<file path="src/rtl/ps2_pkg.sv">
// Shared PS/2 definitions: transmitter state encoding, default timing and command codes.
// Used by ps2_host_tx and ps2_line_sync; the receive path may import it as well.
package ps2_pkg;

    typedef enum logic [2:0] {
        ST_IDLE    = 3'd0,
        ST_INHIBIT = 3'd1,
        ST_REQUEST = 3'd2,
        ST_DATA    = 3'd3,
        ST_PARITY  = 3'd4,
        ST_STOP    = 3'd5,
        ST_ACK     = 3'd6,
        ST_RELEASE = 3'd7
    } ps2_tx_state_e;

    // Defaults assume a 50 MHz system clock.
    localparam int INHIBIT_CYCLES = 6000;
    localparam int START_TIMEOUT  = 750000;
    localparam int XFER_TIMEOUT   = 100000;

    localparam logic [7:0] CMD_RESET        = 8'hFF;
    localparam logic [7:0] CMD_ENABLE       = 8'hF4;
    localparam logic [7:0] CMD_SET_DEFAULTS = 8'hF6;

    // PS/2 frames carry odd parity over the eight data bits.
    function automatic logic odd_parity(input logic [7:0] data);
        return ~^data;
    endfunction

endpackage

</file>
<file path="src/rtl/ps2_line_sync.sv">
// Two-flop synchronisers for the PS2_CLK and PS2_DAT pins plus a registered
// falling-edge pulse on the synchronised clock; shared with the receive path.
module ps2_line_sync (
    input  logic clk_i,
    input  logic rst_i,
    input  logic ps2_clk_i,
    input  logic ps2_dat_i,
    output logic clk_sync_o,
    output logic dat_sync_o,
    output logic clk_fall_o
);

    logic [1:0] clk_sync_q;
    logic [1:0] dat_sync_q;
    logic       clk_prev_q;
    logic       fall_q;

    // Lines idle high, so reset the chain to 1 to avoid a false edge.
    always_ff @(posedge clk_i) begin
        if (rst_i) begin
            clk_sync_q <= 2'b11;
            dat_sync_q <= 2'b11;
            clk_prev_q <= 1'b1;
            fall_q     <= 1'b0;
        end else begin
            clk_sync_q <= {clk_sync_q[0], ps2_clk_i};
            dat_sync_q <= {dat_sync_q[0], ps2_dat_i};
            clk_prev_q <= clk_sync_q[1];
            fall_q     <= clk_prev_q & ~clk_sync_q[1];
        end
    end

    assign clk_sync_o = clk_sync_q[1];
    assign dat_sync_o = dat_sync_q[1];
    assign clk_fall_o = fall_q;

endmodule

</file>
<file path="src/rtl/ps2_host_tx.sv">
// PS/2 host-to-device command transmitter: inhibit, request-to-send, 11 device-clocked
// bits, acknowledge check. Define PS2_TX_TIMEOUT_EN to build the start/transfer timeouts.
module ps2_host_tx #(
    parameter int INHIBIT_CYCLES = 6000,
    parameter int START_TIMEOUT  = 750000,
    parameter int XFER_TIMEOUT   = 100000
) (
    input  logic       CLOCK_50,
    input  logic       reset,
    input  logic [7:0] command_byte,
    input  logic       send_command,
    input  logic       ps2_clk_in,
    input  logic       ps2_dat_in,
    output logic       ps2_clk_oe,
    output logic       ps2_dat_oe,
    output logic       busy,
    output logic       command_sent,
    output logic       error_ack,
    output logic       error_timeout
);
    import ps2_pkg::*;

    if (INHIBIT_CYCLES < 1 || START_TIMEOUT < 1 || XFER_TIMEOUT < 1) begin : g_bad_cfg
        $error("ps2_host_tx: timing parameters must be at least 1");
    end

    localparam logic [31:0] INHIBIT_LAST = 32'(INHIBIT_CYCLES - 1);

    logic clk_sync;
    logic dat_sync;
    logic clk_fall;

    ps2_line_sync u_sync (
        .clk_i      (CLOCK_50),
        .rst_i      (reset),
        .ps2_clk_i  (ps2_clk_in),
        .ps2_dat_i  (ps2_dat_in),
        .clk_sync_o (clk_sync),
        .dat_sync_o (dat_sync),
        .clk_fall_o (clk_fall)
    );

    ps2_tx_state_e state_q, state_d;
    logic [7:0]    byte_q, byte_d;
    logic          parity_q, parity_d;
    logic [3:0]    bit_cnt_q, bit_cnt_d;
    logic [31:0]   inh_cnt_q, inh_cnt_d;
    logic          dat_oe_q, dat_oe_d;
    logic          lines_high_q;
    logic          command_sent_q, command_sent_d;
    logic          error_ack_q, error_ack_d;
    logic          error_timeout_q, error_timeout_d;
    logic          tmo_expired;

`ifdef PS2_TX_TIMEOUT_EN
    localparam logic [31:0] START_LAST = 32'(START_TIMEOUT - 1);
    localparam logic [31:0] XFER_LAST  = 32'(XFER_TIMEOUT - 1);

    logic [31:0] tmo_q, tmo_d;

    // One counter serves both windows: it restarts on the first device fall.
    always_comb begin
        tmo_d       = 32'd0;
        tmo_expired = 1'b0;
        case (state_q)
            ST_REQUEST: begin
                tmo_expired = (tmo_q == START_LAST);
                tmo_d       = clk_fall ? 32'd0 : tmo_q + 32'd1;
            end
            ST_DATA, ST_PARITY, ST_STOP, ST_ACK, ST_RELEASE: begin
                tmo_expired = (tmo_q == XFER_LAST);
                tmo_d       = tmo_q + 32'd1;
            end
            default: ;
        endcase
    end

    always_ff @(posedge CLOCK_50) begin
        if (reset) tmo_q <= 32'd0;
        else       tmo_q <= tmo_d;
    end
`else
    assign tmo_expired = 1'b0;
`endif

    always_comb begin
        state_d         = state_q;
        byte_d          = byte_q;
        parity_d        = parity_q;
        bit_cnt_d       = bit_cnt_q;
        inh_cnt_d       = 32'd0;
        dat_oe_d        = dat_oe_q;
        command_sent_d  = 1'b0;
        error_ack_d     = 1'b0;
        error_timeout_d = 1'b0;

        // A timeout wins over a fall arriving in the same cycle.
        if (tmo_expired) begin
            state_d         = ST_IDLE;
            dat_oe_d        = 1'b0;
            bit_cnt_d       = 4'd0;
            error_timeout_d = 1'b1;
        end else begin
            case (state_q)
                ST_IDLE: begin
                    bit_cnt_d = 4'd0;
                    dat_oe_d  = 1'b0;
                    if (send_command) begin
                        byte_d   = command_byte;
                        parity_d = odd_parity(command_byte);
                        state_d  = ST_INHIBIT;
                    end
                end
                ST_INHIBIT: begin
                    if (inh_cnt_q == INHIBIT_LAST) begin
                        state_d  = ST_REQUEST;
                        dat_oe_d = 1'b1;
                    end else begin
                        inh_cnt_d = inh_cnt_q + 32'd1;
                    end
                end
                ST_REQUEST: begin
                    if (clk_fall) begin
                        dat_oe_d  = ~byte_q[0];
                        bit_cnt_d = 4'd1;
                        state_d   = ST_DATA;
                    end
                end
                ST_DATA: begin
                    if (clk_fall) begin
                        dat_oe_d  = ~byte_q[bit_cnt_q[2:0]];
                        bit_cnt_d = bit_cnt_q + 4'd1;
                        if (bit_cnt_q == 4'd7) state_d = ST_PARITY;
                    end
                end
                ST_PARITY: begin
                    if (clk_fall) begin
                        dat_oe_d  = ~parity_q;
                        bit_cnt_d = bit_cnt_q + 4'd1;
                        state_d   = ST_STOP;
                    end
                end
                ST_STOP: begin
                    if (clk_fall) begin
                        dat_oe_d  = 1'b0;
                        bit_cnt_d = bit_cnt_q + 4'd1;
                        state_d   = ST_ACK;
                    end
                end
                ST_ACK: begin
                    if (clk_fall) begin
                        bit_cnt_d = bit_cnt_q + 4'd1;
                        if (!dat_sync) begin
                            state_d = ST_RELEASE;
                        end else begin
                            error_ack_d = 1'b1;
                            state_d     = ST_IDLE;
                        end
                    end
                end
                ST_RELEASE: begin
                    if (lines_high_q) begin
                        command_sent_d = 1'b1;
                        bit_cnt_d      = 4'd0;
                        state_d        = ST_IDLE;
                    end
                end
                default: state_d = ST_IDLE;
            endcase
        end
    end

    always_ff @(posedge CLOCK_50) begin
        if (reset) begin
            state_q         <= ST_IDLE;
            byte_q          <= 8'd0;
            parity_q        <= 1'b0;
            bit_cnt_q       <= 4'd0;
            inh_cnt_q       <= 32'd0;
            dat_oe_q        <= 1'b0;
            lines_high_q    <= 1'b0;
            command_sent_q  <= 1'b0;
            error_ack_q     <= 1'b0;
            error_timeout_q <= 1'b0;
        end else begin
            state_q         <= state_d;
            byte_q          <= byte_d;
            parity_q        <= parity_d;
            bit_cnt_q       <= bit_cnt_d;
            inh_cnt_q       <= inh_cnt_d;
            dat_oe_q        <= dat_oe_d;
            lines_high_q    <= clk_sync & dat_sync;
            command_sent_q  <= command_sent_d;
            error_ack_q     <= error_ack_d;
            error_timeout_q <= error_timeout_d;
        end
    end

    assign ps2_clk_oe    = (state_q == ST_INHIBIT);
    assign ps2_dat_oe    = dat_oe_q;
    assign busy          = (state_q != ST_IDLE);
    assign command_sent  = command_sent_q;
    assign error_ack     = error_ack_q;
    assign error_timeout = error_timeout_q;

endmodule

</file>
<file path="config.mk">
export PLATFORM = sky130hd
export DESIGN_NAME = ps2_host_tx
export DESIGN_NICKNAME = d
export VERILOG_FILES = /design/src/rtl/ps2_pkg.sv /design/src/rtl/ps2_line_sync.sv /design/src/rtl/ps2_host_tx.sv
export SDC_FILE = /design/constraint.sdc
export NUM_CORES = 1
export LEC_CHECK = 0
export CORE_MARGIN = 1
export CORE_UTILIZATION = 55
export CTS_CLUSTER_DIAMETER = 60
export DETAILED_ROUTE_END_ITERATION = 7
export GPL_TIMING_DRIVEN = 0
export PLACE_DENSITY = 0.77
export SLEW_MARGIN = 20
export SYNTH_ARGS = -nofsm -noshare
export SYNTH_HDL_FRONTEND = slang
export SYNTH_SLANG_ARGS = --single-unit
</file>
<file path="constraint.sdc">
create_clock -name CLOCK_50 -period 2.8 [get_ports CLOCK_50]
set_clock_uncertainty 0.15 [all_clocks]
set_input_delay 0.56 -clock CLOCK_50 [delete_from_list [all_inputs] [get_ports CLOCK_50]]
set_output_delay 0.56 -clock CLOCK_50 [all_outputs]
set_load 0.03 [all_outputs]
</file>
== After elaboration in Yosys (flattened, before gate mapping) ==
Cells that the tools add are included.

* Bits of input ports: 13
* Word-level logic and storage cells: 83
* Output and inout port bits: 6
* Bits in registers: 58

* Reductions and logical operators: 13
* Eq/ne operators: 19
* Muxes and demuxes: 25
* Add/sub/neg operators: 2
* $lt $le $gt $ge: 1
* Bitwise gates (word level): 10

{| class="wikitable"
|+ Operator list
! kind !! number
|-
| $add 32x1->32 const B || 1
|-
| $eq 32x13->1 const B || 1
|-
| $mux 3 || 10
|-
| $pmux 3 s8 || 1
|-
| $pmux 4 s4 || 1
|-
| $ne 2x1->1 const B || 7
|-
| $eq 3x3->1 const B || 4
|-
| $mux 4 || 3
|-
| $reduce_and 9->1 || 1
|-
| $mux 1 || 8
|-
| $not 1->1 || 8
|-
| $reduce_xnor 8->1 || 1
|-
| $eq 3x2->1 const B || 2
|-
| $ne 2x2->1 const B || 3
|-
| $pmux 1 s6 || 1
|-
| $reduce_and 6->1 || 1
|-
| $reduce_bool 6->1 || 1
|-
| $reduce_or 3->1 || 2
|-
| $add 4x1->4 const B || 1
|-
| $eq 4x3->1 const B || 1
|-
| $lt 3x4->1 const B || 1
|-
| $reduce_and 4->1 || 1
|-
| $reduce_bool 4->1 || 1
|-
| $reduce_or 4->1 || 1
|-
| 7 further kinds || 8
|}

== Depth between registers and ports, before layout ==
* Depth in word-level cells: 5
* Depth in mapped cells: 8
* Depth with buffers taken out: 6

== Hierarchy ==
Synthesis repeated with hierarchy kept, for this count alone.

* Cells, all modules: 307
* Area, all modules: 2,723.9 µm²

{| class="wikitable"
|+ By module, submodules not included
! module !! times used !! sequential area each (µm²) !! cells an instance !! area an instance (µm²)
|-
| ps2_host_tx || 1 || 1,041.0 || 295 || 2,565.0
|-
| ps2_line_sync || 1 || 120.1 || 12 || 158.9
|}

== Least setup slack after synthesis ==
No wires, ideal clock.

* Path type: register to register
* From: register inh_cnt_q[0]
* To: register inh_cnt_q[30]
* Path buffers: 0
* Setup slack: 668 ps
* Required time: 2,580 ps
* Arrival time: 1,912 ps
* Period minus slack after synthesis: 2,132 ps
* Library setup time: 70 ps
* Stages on the path, launching flop included: 7
* Path through: dfxtp_1 > ha_1 > nand2_1 > nor4_2 > nand2_1 > or3_1 > a21oi_1

* Cells in the longest elaborated chain, start to end: 2
* Elaborated cells between the ends (all ways): 3
* Classes of those cells: add/sub (1); eq/ne (1); reduce/logical (1)

{| class="wikitable"
|+ RTL lines
! what !! RTL line !! text
|-
| start: declaration || ps2_host_tx.sv:47 || <nowiki>logic [31:0] inh_cnt_q, inh_cnt_d;</nowiki>
|-
| start signal: assignment || ps2_host_tx.sv:190 || <nowiki>inh_cnt_q <= inh_cnt_d;</nowiki>
|-
| parallel branches: the longest is 2 deep, another holds $add 32x1->32 || -- ||
|}

Parallel ways; which one is timed is not known.
A chain may end at the register's enable or synchronous reset.

== Final worst setup path ==
* From: register state_q[2]
* To: output port ps2_clk_oe

* Cells in the longest elaborated chain, start to end: 1

{| class="wikitable"
|+ RTL lines
! what !! RTL line !! text
|-
| start: declaration || ps2_host_tx.sv:43 || <nowiki>ps2_tx_state_e state_q, state_d;</nowiki>
|-
| start signal: assignment || ps2_host_tx.sv:186 || <nowiki>state_q <= state_d;</nowiki>
|-
| $eq 3x1->1 || ps2_host_tx.sv:199 || <nowiki>assign ps2_clk_oe = (state_q == ST_INHIBIT);</nowiki>
|-
| end: declaration || ps2_host_tx.sv:14 || <nowiki>output logic ps2_clk_oe,</nowiki>
|}

No other way between the ends.

==> impl_results.html <==
<table>
<tr><th>Metric</th><th>Value</th></tr>
<tr><th colspan="2">Drt</th></tr>
<tr><td>Number of DRC markers in iteration 0</td><td>133</td></tr>
<tr><td>Pre-antenna DRT Iters</td><td>4</td></tr>
<tr><td>Total Wirelength</td><td>approximately 5700 µm</td></tr>
<tr><td>DRC violations left</td><td>0</td></tr>
<tr><td>Antenna-violating nets left</td><td>0</td></tr>
<tr><td>Drt via density</td><td>5.52</td></tr>
<tr><td>WL per Instance</td><td>approximately 13 µm</td></tr>
<tr><td>Via count</td><td>2346</td></tr>
<tr><th colspan="2">GRT</th></tr>
<tr><td>GR Overflow Total</td><td>0</td></tr>
<tr><td>Most congested layer reported by global routing</td><td>met2</td></tr>
<tr><td>First-pass GRT wire length</td><td>9780 µm</td></tr>
<tr><td>Vias in the first global route</td><td>2155</td></tr>
<tr><td>Met1 track utilization from global routing</td><td>a little under a third</td></tr>
<tr><td>Number of antenna violations at the first check in global routing</td><td>0</td></tr>
<tr><td>Largest net degree at the start of global routing</td><td>11</td></tr>
<tr><td>Met2 Usage GRT</td><td>between 30% and 40%</td></tr>
<tr><td>GRT met3 Usage</td><td>between 10 and 15%</td></tr>
<tr><td>GRT Overall Usage</td><td>about a quarter</td></tr>
<tr><th colspan="2">Run status</th></tr>
<tr><td>Outcome</td><td>finished clean</td></tr>
<tr><th colspan="2">Critical path</th></tr>
<tr><td>CP required</td><td>2.09 ns</td></tr>
<tr><td>Reg2reg start</td><td>inh_cnt_q[6]$_SDFF_PP0_</td></tr>
<tr><td>Worst-path fanout max</td><td>8</td></tr>
<tr><td>Critical Setup Path Class</td><td>reg -&gt; out</td></tr>
<tr><td>Startpoint of the worst setup timing path</td><td>state_q[2]$_SDFFE_PP0P_</td></tr>
<tr><td>WP data arrival</td><td>1.97 ns</td></tr>
<tr><td>Worst Setup End Kind</td><td>output pin</td></tr>
<tr><td>CP Launch Type</td><td>flip-flop</td></tr>
<tr><th colspan="2">Power and ir drop</th></tr>
<tr><td>Power density over the cells</td><td>709 mW/mm²</td></tr>
<tr><td>Total Power Consumption</td><td>2.27 mW</td></tr>
<tr><td>Part of the total power dissipated in the clock network</td><td>a little under a third</td></tr>
<tr><td>Combinational Power Share</td><td>27.6%</td></tr>
<tr><td>P_int</td><td>1.52 mW</td></tr>
<tr><td>Portion of total power attributed to sequential cells</td><td>41.3%</td></tr>
<tr><td>Net switching component of the power</td><td>0.749 mW</td></tr>
<tr><td>Leak pwr</td><td>1.11 nW</td></tr>
<tr><td>Switching power as a share of total power</td><td>32.9%</td></tr>
<tr><td>Highest ir drop seen on vdd</td><td>just under 0.4 mV</td></tr>
<tr><th colspan="2">Floorplanning</th></tr>
<tr><td>Initial core utilization</td><td>between 50% and 60%</td></tr>
<tr><td>Core footprint</td><td>around 0.0048 mm²</td></tr>
<tr><td>Placement row count</td><td>25</td></tr>
<tr><td>Die Span Y</td><td>between 70 and 80 µm</td></tr>
<tr><td>Horizontal die dimension</td><td>72.8 µm</td></tr>
<tr><td>Die Footprint</td><td>roughly 0.0053 mm²</td></tr>
<tr><td>I/O pins</td><td>19</td></tr>
<tr><th colspan="2">Cells and area</th></tr>
<tr><td>Diodes inserted</td><td>0</td></tr>
<tr><td>Layout cell share with drive strength beyond 1</td><td>just under 9%</td></tr>
<tr><td>Number of fill cells in the layout</td><td>423</td></tr>
<tr><td>Post-route core utilization</td><td>67.0%</td></tr>
<tr><td>Most used cells in the layout excluding fill and tap cells</td><td>sky130_fd_sc_hd__dfxtp_1 (58), sky130_fd_sc_hd__nor2_1 (37), sky130_fd_sc_hd__nand2_1 (37), sky130_fd_sc_hd__xnor2_1 (20), sky130_fd_sc_hd__a21oi_1 (18)</td></tr>
<tr><td>Signed area change from the synthesized netlist to the final layout</td><td>16.3%</td></tr>
<tr><td>Post-Layout Inst Area</td><td>0.00320 mm²</td></tr>
<tr><td>Layout net count</td><td>368</td></tr>
<tr><td>Most common cell after layout, fill and taps aside</td><td>sky130_fd_sc_hd__dfxtp_1</td></tr>
<tr><th colspan="2">Job</th></tr>
<tr><td>Max-cap violations</td><td>0</td></tr>
<tr><th colspan="2">Timing</th></tr>
<tr><td>Worst slew margin relative to its limit</td><td>34.2%</td></tr>
<tr><td>Total count of max-transition violations in the final report</td><td>0</td></tr>
<tr><td>Setup repair after global routing missed its margin</td><td>false</td></tr>
<tr><td>Worst Tran Pin Value</td><td>0.987 ns</td></tr>
<tr><td>Period utilisation layout</td><td>about 96%</td></tr>
<tr><td>Final hold vios</td><td>0</td></tr>
<tr><td>Setup violators final</td><td>0</td></tr>
<tr><td>Crit path setup slack, layout</td><td>0.116 ns</td></tr>
<tr><td>Max Fclk</td><td>0.373 GHz</td></tr>
<tr><td>Final setup TNS</td><td>0 ns</td></tr>
<tr><td>Time the worst path needs with I/O delays and setup</td><td>2.68 ns</td></tr>
<tr><th colspan="2">Clock network</th></tr>
<tr><td>Clock tree sinks</td><td>58</td></tr>
<tr><td>Total clock buffers created by CTS</td><td>9</td></tr>
<tr><td>Clock root cell</td><td>sky130_fd_sc_hd__clkbuf_8</td></tr>
<tr><td>Maximum level of the CTS H-tree</td><td>3</td></tr>
<tr><td>Skew-Pair Late Insertion Delay</td><td>0.35 ns</td></tr>
<tr><td>Clock-pin slew on the worst setup and hold paths</td><td>0.07 ns</td></tr>
<tr><td>Hold buffers post-CTS</td><td>0</td></tr>
<tr><td>CTS tree</td><td>built</td></tr>
<tr><td>Number of buffers on the longest clock path</td><td>2</td></tr>
<tr><td>Number of post-CTS setup repair buffers</td><td>0</td></tr>
<tr><th colspan="2">Synth</th></tr>
<tr><td>Mapped Cells</td><td>between 300 and 400</td></tr>
<tr><td>Count of different cell masters after synthesis</td><td>49</td></tr>
<tr><td>Post-Synthesis Net Count</td><td>341</td></tr>
<tr><td>Area share of the leading cell type in the synthesized netlist</td><td>42.1%</td></tr>
<tr><td>Summed instance area of the synthesized netlist</td><td>0.00276 mm²</td></tr>
<tr><td>Main flop type after synthesis</td><td>sky130_fd_sc_hd__dfxtp_1</td></tr>
<tr><td>Asr flop ratio synth</td><td>0%</td></tr>
<tr><td>EDFF count, synth</td><td>0</td></tr>
<tr><td>Mean cell area of the mapped netlist</td><td>8.45 µm²</td></tr>
<tr><td>Leading area contributor after synthesis</td><td>sky130_fd_sc_hd__dfxtp_1</td></tr>
<tr><td>Post-synthesis sequential element count</td><td>58</td></tr>
<tr><td>Top cells by area, synth</td><td>sky130_fd_sc_hd__dfxtp_1 (42%), sky130_fd_sc_hd__xnor2_1 (6.4%), sky130_fd_sc_hd__nand2_1 (5.0%), sky130_fd_sc_hd__nor2_1 (5.0%), sky130_fd_sc_hd__xor2_1 (4.8%)</td></tr>
<tr><td>Yosys warns</td><td>0</td></tr>
<tr><td>Sequential area share after synthesis</td><td>around 42%</td></tr>
<tr><th colspan="2">Placed design</th></tr>
<tr><td>Detailed-placement wirelength estimate</td><td>3870 µm</td></tr>
<tr><td>Last weighted congestion value of the routability-driven placer</td><td>about 0.86</td></tr>
<tr><td>Placed Area</td><td>0.00301 mm²</td></tr>
<tr><td>Port Buffer Count</td><td>17</td></tr>
<tr><td>Pre-CTS WS</td><td>0.234 ns</td></tr>
<tr><th colspan="2">Min path</th></tr>
<tr><td>Worst hold start</td><td>u_sync.clk_sync_q[0]$_SDFF_PP1_</td></tr>
<tr><td>Min-Delay Path Class</td><td>reg -&gt; reg</td></tr>
</table>
==> cells by family (layout without fill, tap and decap cells) <==
| logic type | count (synthesis) | after routing | share of synthesized area [%] |
|---|---|---|---|
| and+or+nand+nor | 157 | 157 | 29.7 |
| other | 1 | 1 | 0.136 |
| AOI/OAI and AO/OA | 41 | 41 | 9.13 |
| buffers and inverters | 25 | 57 | 3.81 |
| xor gates and xnor gates | 35 | 35 | 11.1 |
| muxes | 7 | 7 | 3.09 |
| adders and majority gates | 2 | 2 | 0.908 |
| DFF | 58 | 58 | 42.1 |
==> critical path: stages (launching register included) <==
cell and delay [ns]:
sky130_fd_sc_hd__dfxtp_1 0.30, sky130_fd_sc_hd__clkbuf_1 0.20, sky130_fd_sc_hd__nor2_1 0.21, sky130_fd_sc_hd__nand2_1 0.09
sky130_fd_sc_hd__inv_1 0.13, sky130_fd_sc_hd__clkdlybuf4s50_1 0.69
==> layer usage <==
layer,vias up,routed length [µm]
met1,1096,2710
met4,0,80
met5,-,0
met2,48,2590
li1,1192,-
met3,10,278
==> final cells by class <==
class	count	area [µm²]	area share, %
inverters	10	37.5	1.17
flip-flops and latches	58	1160	36.2
repair buffers	17	170	5.31
well taps	67	83.8	2.62
clock buffers	14	173	5.39
multi-input cells	243	1500	46.9
plain buffers	14	66.3	2.07
clock inverters	2	10.0	0.312
==> Yosys cell counts (2+ instances only) <==
master                     number
sky130_fd_sc_hd__a21o_1         2
sky130_fd_sc_hd__a21oi_1       18
sky130_fd_sc_hd__a311oi_1       2
sky130_fd_sc_hd__a31oi_1        2
sky130_fd_sc_hd__and2_1         3
sky130_fd_sc_hd__and3_1         7
sky130_fd_sc_hd__and4_1         2
sky130_fd_sc_hd__clkbuf_1      12
sky130_fd_sc_hd__dfxtp_1       58
sky130_fd_sc_hd__ha_1           2
sky130_fd_sc_hd__inv_1         10
sky130_fd_sc_hd__mux2_2         2
sky130_fd_sc_hd__mux2i_1        4
sky130_fd_sc_hd__nand2_1       37
sky130_fd_sc_hd__nand2b_1       3
sky130_fd_sc_hd__nand3_1       16
sky130_fd_sc_hd__nand4_1       11
sky130_fd_sc_hd__nor2_1        37
sky130_fd_sc_hd__nor2b_1        2
sky130_fd_sc_hd__nor3_1         5
sky130_fd_sc_hd__nor4_1         9
sky130_fd_sc_hd__nor4b_1        5
sky130_fd_sc_hd__o21ai_0        7
sky130_fd_sc_hd__o22ai_1        2
sky130_fd_sc_hd__o31ai_1        2
sky130_fd_sc_hd__or2_2          6
sky130_fd_sc_hd__or3_1          4
sky130_fd_sc_hd__or4_1          2
sky130_fd_sc_hd__xnor2_1       20
sky130_fd_sc_hd__xor2_1        15
==> stage by stage <==
step,hold WS [ns],std cells
global placement,0.248,410
floorplan,0.239,326
detailed placement,0.251,410
CTS,0.269,426
global route,0.278,425
finish,0.270,425
==> power groups by stage <==
stage                     registers [mW]  logic (mW)  clock network, mW
final                              0.938       0.626              0.708
after global routing               0.945       0.706              0.755
after CTS                          0.928       0.632              0.729
after detailed placement           0.945       0.624                  0
after global placement             0.945       0.614                  0
after floorplan                    0.933       0.470                  0
==> registers in the layout (all words and copies together) (netlist names) <==
| name | cells |
|---|---|
| command_sent | 1 |
| lines_high_q | 1 |
| u_sync.dat_sync_q | 2 |
| byte_q | 8 |
| parity_q | 1 |
| u_sync.clk_prev_q | 1 |
| u_sync.clk_sync_q | 2 |
| inh_cnt_q | 32 |
| bit_cnt_q | 4 |
| ps2_dat_oe | 1 |
| u_sync.clk_fall_o | 1 |
| state_q | 3 |
| error_ack | 1 |
==> path summary, 6_finish.rpt <==
kind / endpoint / slack [ns] / cells past startpoint
hold reg to reg: u_sync.clk_sync_q[1]$_SDFF_PP1_ / 0.27 / 1
setup / recovery: ps2_clk_oe / 0.12 / 5
setup reg to reg: inh_cnt_q[31]$_SDFF_PP0_ / 0.44 / 6
hold / removal: u_sync.clk_sync_q[1]$_SDFF_PP1_ / 0.27 / 1
==> what timing repair did <==
action                                  CTS  global route
resized for setup                         1             5
pin swaps                                 0             0
hold endpoints to repair                  0             0
endpoints found under the setup margin    1             2
No activity file was read; power rests on OpenSTA's default activity.
